## src/rtl/serial_ripple_subtractor.sv

```systemverilog
`default_nettype none
// ----------------------------------------------------------------------------
// serial_ripple_subtractor : bit-serial term1 - term2, one bit per clock,
// LSB first, through a single full-subtractor cell and a registered borrow.
// Revision: 1.0
// ----------------------------------------------------------------------------
module serial_ripple_subtractor #(
  parameter int WIDTH = 8
) (
  input  logic             i_clk,
  input  logic             i_rst,
  input  logic             i_valid,
  output logic             o_ready,
  input  logic [WIDTH-1:0] i_sub_term1,
  input  logic [WIDTH-1:0] i_sub_term2,
  output logic             o_valid,
  input  logic             i_ready,
  output logic [WIDTH:0]   o_result
);

  localparam int              CW     = $clog2(WIDTH + 1);
  localparam logic [CW-1:0]   C_LAST = CW'(WIDTH - 1);
  localparam logic [1:0]      S_IDLE = 2'd0;
  localparam logic [1:0]      S_RUN  = 2'd1;
  localparam logic [1:0]      S_DONE = 2'd2;

  logic [1:0]       r_state;
  logic [1:0]       w_state_next;
  logic [WIDTH-1:0] r_a;
  logic [WIDTH-1:0] r_b;
  logic [WIDTH-1:0] w_a_shift;
  logic             r_borrow;
  logic [CW-1:0]    r_cnt;
  logic [WIDTH:0]   r_result;
  logic             w_a_bit;
  logic             w_b_bit;
  logic             w_d;
  logic             w_br_next;
  logic             w_last;
  logic             w_accept;

  assign w_a_bit   = r_a[0];
  assign w_b_bit   = r_b[0];
  assign w_d       = w_a_bit ^ w_b_bit ^ r_borrow;
  assign w_br_next = (~w_a_bit & w_b_bit) | (~(w_a_bit ^ w_b_bit) & r_borrow);
  assign w_last    = (r_cnt == C_LAST);
  assign w_accept  = (r_state == S_IDLE) && i_valid;

  // The minuend register doubles as the difference register: each consumed
  // LSB frees an MSB slot that receives the new difference bit.
  generate
    if (WIDTH == 1) begin : g_w1
      assign w_a_shift = w_d;
    end else begin : g_wn
      assign w_a_shift = {w_d, r_a[WIDTH-1:1]};
    end
  endgenerate

  always_ff @(posedge i_clk or posedge i_rst) begin
    if (i_rst) begin
      r_state <= S_IDLE;
    end else begin
      r_state <= w_state_next;
    end
  end

  always_comb begin
    w_state_next = r_state;
    case (r_state)
      S_IDLE:  if (i_valid) w_state_next = S_RUN;
      S_RUN:   if (w_last)  w_state_next = S_DONE;
      S_DONE:  if (i_ready) w_state_next = S_IDLE;
      default: w_state_next = S_IDLE;
    endcase
  end

  always_comb begin
    o_ready = (r_state == S_IDLE);
    o_valid = (r_state == S_DONE);
  end

  always_ff @(posedge i_clk or posedge i_rst) begin
    if (i_rst) begin
      r_a      <= '0;
      r_b      <= '0;
      r_borrow <= 1'b0;
      r_cnt    <= '0;
      r_result <= '0;
    end else if (w_accept) begin
      r_a      <= i_sub_term1;
      r_b      <= i_sub_term2;
      r_borrow <= 1'b0;
      r_cnt    <= '0;
    end else if (r_state == S_RUN) begin
      r_a      <= w_a_shift;
      r_b      <= r_b >> 1;
      r_borrow <= w_br_next;
      r_cnt    <= r_cnt + 1'b1;
      // Result is captured separately so it stays stable outside DONE.
      if (w_last) begin
        r_result <= {w_br_next, w_a_shift};
      end
    end
  end

  assign o_result = r_result;

endmodule
`default_nettype wire
```

## config.mk

```make
export PLATFORM = sky130hd
export DESIGN_NAME = serial_ripple_subtractor
export DESIGN_NICKNAME = d
export VERILOG_FILES = /design/src/rtl/serial_ripple_subtractor.sv
export SDC_FILE = /design/constraint.sdc
export NUM_CORES = 1
export LEC_CHECK = 0
export ABC_CLOCK_PERIOD_IN_PS = 1800
export BUFFER_PORTS_ARGS = -buffer_cell sky130_fd_sc_hd__buf_2
export CAP_MARGIN = 5
export CORE_UTILIZATION = 53
export DETAILED_ROUTE_END_ITERATION = 8
export GPL_ROUTABILITY_DRIVEN = 0
export MAX_ROUTING_LAYER = met4
export PLACE_DENSITY = 0.77
export REMOVE_ABC_BUFFERS = 1
export SLEW_MARGIN = 0
export SYNTH_ARGS = -nofsm -noshare
export SYNTH_HDL_FRONTEND = slang
export SYNTH_SLANG_ARGS = --single-unit
```

## constraint.sdc

```tcl
create_clock -name i_clk -period 1.8 [get_ports i_clk]
set_input_delay 0.36 -clock i_clk [delete_from_list [all_inputs] [get_ports i_clk]]
set_output_delay 0.36 -clock i_clk [all_outputs]
set_load 0.01 [all_outputs]
```

# Word-level counts from Yosys, hierarchy flattened
# Index checks and enable logic that the tools add are counted.
# Widths: inputs -> output; s select.
# word_totals
reg_bits,32
latch_bits,0
ram_bits,0
romBits,0
input_bits,20
out_inout_bits,11
wordCells,38
mem_count,0
# classes
add_sub_neg,1
multipliers,0
n_div,0
magnitude_cmp,0
eq_ne,6
n_shift,0
mux,12
bitwise,8
n_reduce_logical,5
# ops
cell,n
$mux 8,4
$mux 4,2
$mux 2,3
$pmux 2 s3,1
$reduce_and 3->1,2
$add 4x1->4 const B,1
$eq 4x3->1 const B,1
$ne 2x2->1 const B,2
$not 1->1,3
$and 1x1->1,2
$eq 2x1->1 const B,1
$eq 2x2->1 const B,1
$logic_not 2->1,1
$mux 1,2
$ne 2x1->1 const B,1
$reduce_bool 2->1,1
$xor 1x1->1,2
$logic_and 1x1->1,1
$or 1x1->1,1

# Longest topological paths before layout
# Gate-level depths: netlist (run 1).
# depth
depth_word,6
mapped_depth,5

# Least setup slack after synthesis (run 1)
# No wires, ideal clock.
# synth_path
kind,reg-to-reg
start,register r_state[0]
end,"register r_result[0], in the netlist o_result[0]"
t_arrival_ns,1.268
t_required_ns,1.675
slack_ns,0.407
path_stages_with_launch,6
cell_sequence,dfrtp_1 > nor2b_4 > buf_6 > and3_4 > buf_12 > mux2_4
# synth_via
elab_chain_len,4
# synth_lines
element,line_no,source
"start, declared",27,logic [1:0] r_state;
"start signal, assigned",63,r_state <= w_state_next;
$logic_not 2->1,47,assign w_accept = (r_state == S_IDLE) && i_valid;
$logic_and 1x1->1,47,
$not 1->1 (no source line),-,
$reduce_and 3->1 (no source line) *,-,
"end signal, assigned",101,"r_result <= {w_br_next, w_a_shift};"
"end, declared",34,logic [WIDTH:0] r_result;
# Every way passes the cells marked *; elsewhere a longest branch is shown, timed or not.
# A chain may end at the register's enable or synchronous reset.

# Final worst setup path (run 1)
# layout_path
start,register r_state[1]
end,output o_valid
# layout_via
elab_chain_len,1
# layout_lines
element,line_no,source
$eq 2x2->1,79,o_valid = (r_state == S_DONE);
"end, declared",16,"output logic o_valid,"
# Every way passes these cells.

==> run summary, run 1 <==
Clock skew on the completed layout was measured at 0.0109 ns. The first global-routing pass estimated 4220 um of wire. The number of enable flip-flop cells after synthesis is 0.

The number of different library cells used by synthesis comes to 25. The floorplan die height is 53.9 um. The number of antenna violations at the first check in global routing came out at 0. The detailed-route vias per instance came out at 5.29. In this run, the number of DRC markers left after iteration 0 of detailed routing was 9. The area after detailed placement is 1600 um^2. The clock group share of total power is 15.1%. The total detailed-routing wirelength came out at 2560 um. The net count of the finished layout is 183.

The timing-limited maximum frequency came out at 658 MHz. The total of fill cells in the finished design is 212. The actual transition at the worst max-transition pin is 0.635 ns. The static leakage came out at 0.875 nW.

The starting density of the core is 56.7%. In this run the tightest slew margin relative to its limit is 57.6%. The average routed wire per standard cell came out at 13.4 um.

The row count is 18. The total die area came out at 2910 um^2. The biggest area contributor in the post-synthesis netlist is sky130_fd_sc_hd__dfrtp_1. The synthesized area divided by synthesized cell count is 11.4 um^2. The data required time of the worst path came out at 1.44 ns. Registers are responsible for 44.5% of the overall power. The core occupancy in the finished layout came out at 66.0%.

VDD sags by at most 0.00103 V. Summing all non-filler instances in the final layout gives an area of 1660 um^2. The most common cell after layout, fill and taps aside is sky130_fd_sc_hd__nand2_1. The sequential cell area fraction in the yosys report came out at 56.0%. In the final layout, the share of cells above drive strength 1 is 33.3%. In the layout the commonest cells are sky130_fd_sc_hd__nand2_1, sky130_fd_sc_hd__dfrtp_1, sky130_fd_sc_hd__buf_2, sky130_fd_sc_hd__a22oi_1, sky130_fd_sc_hd__mux2_4. The number of clock sinks is 32.

The final route contains 1015 vias. CTS built an H-tree with a depth of 2. The number of CTS-inserted buffers is 5. The fraction of post-synthesis cell area in the top cell type by area came out at 56.0%. The cell area after technology mapping came out at 1430 um^2. The number of buffers between clock root and the deepest sink is 2.

The pre-antenna-repair detailed-routing pass consisted of 4 iterations. The switching power as a share of total power is 36.3%. Input and output buffers added on the ports amount to 30. The number of pins with negative max-slew slack in the final report came out at 0. The repair_antennas step left the layout with diodes totalling 0. Setup violations remaining at the end of the flow were counted as 0. For this run, the number of Yosys warnings is 0.

The max-cap check violation count is 0. Synthesis handed over a netlist of 126 instances. The root buffer selected by CTS is sky130_fd_sc_hd__clkbuf_4. The die is 53.9 um wide.

The antenna violation net count after detailed routing is 0. After clock tree synthesis, the clock-pin slew on the worst setup and hold paths is 0.10 ns. STA classifies the critical path endpoint as an output port. Post-CTS timing repair inserted 0 buffers for setup. The data arrival time of the critical path is 1.16 ns. For the finished layout, the period the worst path requires is 1.52 ns. The flow ran to the end, and the final reports show no timing, DRC or antenna violations.

The top flip-flop cell by instance count after synthesis is sky130_fd_sc_hd__dfrtp_1. The category of the most critical setup path is reg -> out. The critical path launch point type is a flip-flop. The pin count of the biggest net entering global routing came out at 33. The count of state elements after synthesis came out at 32. The via count of the first global-routing pass is 1026. The area growth from synthesis to layout is 16.4%. Setup repair after global routing left no endpoint under its margin. TritonCTS built the clock tree.

Summed over all nets, the switching power comes to 0.00104 W. The later-pin clock latency in the skew report is 0.34 ns. The total routing usage reported by global routing came out at 22.2%.

The number of endpoints with negative hold slack in the final report came out at 0. The class of the most critical hold timing path is in -> async. The area taken by multi-input logic gates came out at 568 um^2. The maximum fanout count along the critical path came out at 6. The sequential cell area in the final layout came out at 801 um^2. Summed over all nets, the half-perimeter wirelength after detailed placement is 1770 um. The power share of the combinational group came out at 40.4%.

The number of design rule violations left after detail routing came out at 0. After global routing the overflow that remains totals 0. The I/O pin count came out at 31. The power density of the placed cells came out at 1720 nW/um^2.

The slack of the worst reg-to-reg path is 0.40 ns. The floorplan step defined a core boundary enclosing 2520 um^2. The period utilization came out at 84.5%. The internal portion of the total power is 0.00182 W.

The proportion of register bits with asynchronous set or reset after synthesis is 100%. By area the synthesized netlist is led by sky130_fd_sc_hd__dfrtp_1, sky130_fd_sc_hd__nand2_1, sky130_fd_sc_hd__mux2_4.
metrics by stage:
stage | std cells | setup TNS, ns | setup WS, ns | hold WS (ns) | power [W]
after floorplan | 120 | -3.18 | -0.221 | 0.446 | 0.00206
after global placement | 184 | 0 | 0.142 | 0.456 | 0.00239
after detailed placement | 184 | 0 | 0.0821 | 0.464 | 0.00245
after CTS | 192 | 0 | 0.0811 | 0.0770 | 0.00289
after global routing | 192 | 0 | 0.212 | 0.116 | 0.00309
final | 192 | 0 | 0.279 | 0.0735 | 0.00286
cells by family (layout without fill, tap and decap cells):
kind of cell | after synthesis | after routing | share of synthesized area [%]
adders and majority gates | 2 | 2 | 2.27
DFF | 32 | 32 | 56.0
buffers and inverters | 11 | 47 | 4.90
and+or+nand+nor | 45 | 45 | 14.3
muxes | 11 | 11 | 10.5
AOI/OAI and AO/OA | 25 | 25 | 12.0
power groups by stage:
stage,logic (W),registers [W],clock network (W)
2_1_floorplan,0.000786,0.00128,0
3_3_place_gp,0.00112,0.00126,0
3_5_place_dp,0.00117,0.00128,0
4_1_cts,0.00117,0.00127,0.000449
5_1_grt,0.00130,0.00132,0.000472
6_report,0.00115,0.00127,0.000432
registers in the layout, summed over array words and instances, names as in the netlist:
name / flops
r_a: 8
o_result: 9
r_borrow: 1
r_state: 2
r_b: 8
r_cnt: 4
layer usage:
layer	track usage [%]	share of wire, %
met1	22.8	44
met2	36.2	49
met3	6.50	5.5
met4	15.4	1.1
met5	-	0
path summary, 6_finish.rpt:
| path | from | end | cells past startpoint |
|---|---|---|---|
| max | r_state[1]$_DFFE_PP0P_ | o_valid | 2 |
| min | i_rst | r_cnt[2]$_DFFE_PP0P_ | 3 |
| min in group i_clk | i_sub_term1[7] | r_a[7]$_DFFE_PP0P_ | 3 |
| min reg2reg | r_b[2]$_DFFE_PP0P_ | r_b[2]$_DFFE_PP0P_ | 2 |
| max in group asynchronous | i_rst | o_result[3]$_DFFE_PP0P_ | 3 |
| max reg2reg | r_state[0]$_DFFE_PP0P_ | o_result[0]$_DFFE_PP0P_ | 3 |
cell type report:
cell class,count,share of cell area (%)
repair buffers,34,10.8
multi-input cells,83,34.1
clock buffers,8,3.53
inverters,5,1.13
flip-flops and latches,32,48.1
well taps,30,2.26
cells in the mapped netlist, types with 2 or more instances:
cell type	count
sky130_fd_sc_hd__a21oi_1	2
sky130_fd_sc_hd__a22oi_1	14
sky130_fd_sc_hd__buf_2	4
sky130_fd_sc_hd__dfrtp_1	32
sky130_fd_sc_hd__inv_1	5
sky130_fd_sc_hd__mux2_4	8
sky130_fd_sc_hd__mux2i_1	3
sky130_fd_sc_hd__nand2_1	35
sky130_fd_sc_hd__nand2b_1	2
sky130_fd_sc_hd__nor2b_1	2
sky130_fd_sc_hd__o21ai_0	5
repair_timing:
action	in CTS	in global routing
hold buffers	0	0
resized for setup	0	1
setup endpoints to repair	0	16
worst max-delay path, stage by stage (launching register included):
cell and delay, ns:
sky130_fd_sc_hd__dfrtp_1 0.47, sky130_fd_sc_hd__nor2b_1 0.20, sky130_fd_sc_hd__buf_2 0.15
Power figures use the tool's default switching activity.
==> run 2, diff against run 1 <==
ABC_AREA = 1   (was unset)
ABC_CLOCK_PERIOD_IN_PS = 1500   (was 1800)
clock period = 1.5 ns   (was 1.8 ns; I/O delays follow)
==> run 2 against run 1 <==
Net effect:
- power grew 17%
- area after synthesis grew 0.70%
- final cell count grew 23%
- critical path depth grew 3
- sequential share of layout area shrank 0.92 points
- die area grew 0.67%
- combinational power grew 12%
- largest cell class unchanged
- worst setup slack lost 0.18 ns
- non-clock buffer count grew 1
- critical endpoint is now r_a[7]$_DFFE_PP0P_
- largest power group unchanged
- first-iteration DRC count grew to 2.6 times the previous value
- core utilization grew 1.3 points
- clock skew shrank 0.0044 ns
==> run summary, run 2 <==
Signal routing reaches up to met4. Based on the critical path, the design can be clocked at up to 716 MHz. The count of mapped cells out of synthesis is 170. The floorplan step defined a core boundary enclosing 2520 um^2. The total die area came out at 2930 um^2. The largest area contributor in the netlist is sky130_fd_sc_hd__dfrtp_1. The cell repeated most along the worst path is sky130_fd_sc_hd__nand2_1. The leading cell type by number of instances after synthesis is sky130_fd_sc_hd__nand2_1.

The number of gates resized after CTS is 0. OpenSTA, run right after detailed placement, puts the worst setup slack at 0.141 ns. The worst voltage drop across the vdd grid came out at 0.00118 V. The area share of xor/xnor cells in the synthesized design is 0%. The pin count of the biggest net entering global routing is 33. TritonCTS built the clock tree. The setup skew after layout is 0.00643 ns. The hold-fix buffer count after cts is 0. The total detailed-routing wirelength came out at 2800 um. The area added between synthesis and finish is 17.8%. The category of the most critical setup path is reg -> reg. The sequential cell area fraction in the yosys report came out at 55.6%.

Leaving out fill and tap cells, the most frequent cells in the layout are sky130_fd_sc_hd__nand2_1, sky130_fd_sc_hd__dfrtp_1, sky130_fd_sc_hd__buf_2, sky130_fd_sc_hd__nand3_1, sky130_fd_sc_hd__inv_1. The most used flip-flop cell after synthesis is sky130_fd_sc_hd__dfrtp_1. The adder and majority cell fraction of the synthesized area is 2.26%. The starting density of the core is 57.1%. The cell area after technology mapping came out at 1440 um^2. The simple-gate share of the synthesized area came out at 32.1%. The residual overflow from global routing is 0.

The cell family contributing the most delay on the critical path is adder cells. The signal on the critical path passes through fa_1 -> inv_1 -> o21ai_0 -> nand2_1 -> nand2_1. For this block, the via count after detailed routing is 1193. The worst relative slew slack came out at 73.7%.

The CTS H-tree depth is 2. The run finished with clean final reports. The clock slew at the register clock pins of the worst setup and hold paths came out at 0.10 ns. The number of CTS-inserted buffers came out at 5.

The data required time of the worst path is 1.77 ns. For this block, the initial DRC count from the detailed router was 23. For the worst-skew pair, the clock arrives at the later sink with an insertion delay of 0.33 ns.

For this run, the number of Yosys warnings is 0. Setup repair after global routing left no endpoint under its margin. The final instance count without filler cells came out at 237. The sum of met2 wire segment lengths after detailed routing is 1340 um. The net count of the finished layout came out at 228. The register with the most flip-flops in the layout has 9 of them.

The main combinational cell family by area after synthesis is simple AND/OR/NAND/NOR gates. The fraction of post-synthesis cell area in the top cell type by area is 55.6%. The synthesized area divided by synthesized cell count is 8.47 um^2.

On the worst path, the slowest cell contributes a delay of 0.54 ns. The via count of the first global-routing pass is 1033. The min-delay analysis places its worst path in the category in -> async.

The post-route worst setup slack came out at 0.103 ns. After synthesis, the most frequently instantiated cells are sky130_fd_sc_hd__nand2_1, sky130_fd_sc_hd__dfrtp_1, sky130_fd_sc_hd__nand3_1, sky130_fd_sc_hd__inv_1, sky130_fd_sc_hd__o21ai_0. The horizontal die dimension came out at 54.1 um. For this run, asynchronously set or reset flops after synthesis account for 100%. The maximum fanout count along the critical path came out at 2.

The number of design rule violations left after detail routing is 0. The analysis attributes to cell leakage a power of 0.928 nW. The number of clock sinks is 32. The cell total after placement is 229. The slowest stage of the critical path is the sky130_fd_sc_hd__fa_1 cell. The number of pins with negative max-slew slack in the final report came out at 0. The detailed-route vias per instance is 5.03. The routed length on met3 came out at 108 um. The sum of negative setup slack came out at 0 ns. The number of antenna violations at the first check in global routing is 0. The number of buffer cells added on primary ports is 30. The number of iterations in the first detailed-routing pass came out at 4. For this run, the share of the core covered by cells in the final layout is 67.3%. The critical path buffer and inverter count came out at 1.

The tool flagged a number of max-cap violations equal to 0. After detailed routing, the wire length on met1 is 1300 um. The power density of the placed cells came out at 1960 nW/um^2. The total of fill cells in the finished design is 236. The wire length of the first global-routing pass came out at 4600 um. After legalization and detailed placement, the total HPWL measured 2100 um. The count of state elements after synthesis is 32. 31 I/O pins were placed. After layout, the worst path uses 93.1% of the clock period.

The number of antenna diodes in the final layout is 0. The tree is rooted in a sky130_fd_sc_hd__clkbuf_4. Summing the areas of all compound-gate instances in the mapped netlist gives 4.17% of the synthesized area. The detail route stage leaves a number of antenna-violating nets equal to 0. The most common cell after layout, fill and taps aside is sky130_fd_sc_hd__nand2_1. Row generation in the floorplan step produced 18 rows. The worst setup path is launched from a flip-flop.

Setup violations remaining at the end of the flow were counted as 0. The share of cells above drive strength 1 came out at 24.2%. The actual transition at the worst max-transition pin came out at 0.395 ns. The number of buffers between clock root and the deepest sink is 2. The number of endpoints with negative hold slack in the final report came out at 0. The floorplan die height came out at 54.1 um.

The average routed wire per standard cell is 11.8 um. The multiplexer share of the synthesized area is 0%. The number of enable flip-flop cells after synthesis came out at 0. The count of cell types in the netlist came out at 16. The worst setup path is captured at a flip-flop. By area the synthesized netlist is led by sky130_fd_sc_hd__dfrtp_1, sky130_fd_sc_hd__nand2_1, sky130_fd_sc_hd__nand3_1. The data arrival time of the critical path is 1.67 ns.

The final period demand of the worst path is 1.40 ns. The total setup buffers inserted after CTS came out at 0. Global routing used 23.4% of the available tracks.
==> run 2: changes by cell type after synthesis, sizes merged, moves of 4 or more <==
cell,delta
o21ai,+4
nand2,+46
mux2,-8
nand3,+22
a22oi,-14
nor2,+5
inv,+6
==> run 2: worst min-delay path: cells and delay by family <==
| kind | cells | cell delay (ns) |
|---|---|---|
| buffers and inverters | 3 | 0.48 |
==> run 2: cell type report <==
type / count / area (um^2) / area share [%]
multi-input cells: 121 / 554 / 32.7
repair buffers: 35 / 200 / 11.8
inverters: 11 / 41.3 / 2.43
flip-flops and latches: 32 / 801 / 47.2
clock inverters: 1 / 7.51 / 0.442
well taps: 30 / 37.5 / 2.21
clock buffers: 7 / 55.1 / 3.24
==> run 2: stage by stage <==
step / instance area, um^2 / total power (W) / hold slack, ns
after floorplan: 1400 / 0.00233 / 0.395
after CTS: 1700 / 0.00336 / 0.0398
after detailed placement: 1630 / 0.00284 / 0.405
after global placement: 1630 / 0.00276 / 0.395
after global routing: 1700 / 0.00364 / 0.0675
final: 1700 / 0.00333 / 0.0323
==> run 2: path summary, 6_finish.rpt <==
check	from	end	slack (ns)	cells after the start
worst max-delay path	r_a[0]$_DFFE_PP0P_	r_a[7]$_DFFE_PP0P_	0.10	5
worst min-delay path	i_rst	r_b[1]$_DFFE_PP0P_	0.03	3
worst max register to register	r_a[0]$_DFFE_PP0P_	r_a[7]$_DFFE_PP0P_	0.10	5
worst min register to register	o_result[6]$_DFFE_PP0P_	o_result[6]$_DFFE_PP0P_	0.48	2
max in group asynchronous	i_rst	o_result[8]$_DFFE_PP0P_	1.18	3
min in group i_clk	i_ready	r_state[1]$_DFFE_PP0P_	0.15	2
==> run 2: where the power goes <==
part	total, W	switching (W)	internal [W]
sequential	0.00152	0.000275	0.00124
combinational	0.00129	0.000780	0.000515
clock	0.000519	0.000290	0.000229
==> run 2: layer usage <==
layer	global-route usage [%]	up-vias
met1	28.5	553
met3	5.93	5
met5	-	-
met2	37.0	31
li1	-	604
met4	8.97	0
==> run 2: cells by family after synthesis <==
group	Yosys count
AND/OR/NAND/NOR	109
flip-flops	32
buffers and inverters	17
AO/OA/AOI/OAI	10
adder cells (fa/ha/maj)	2
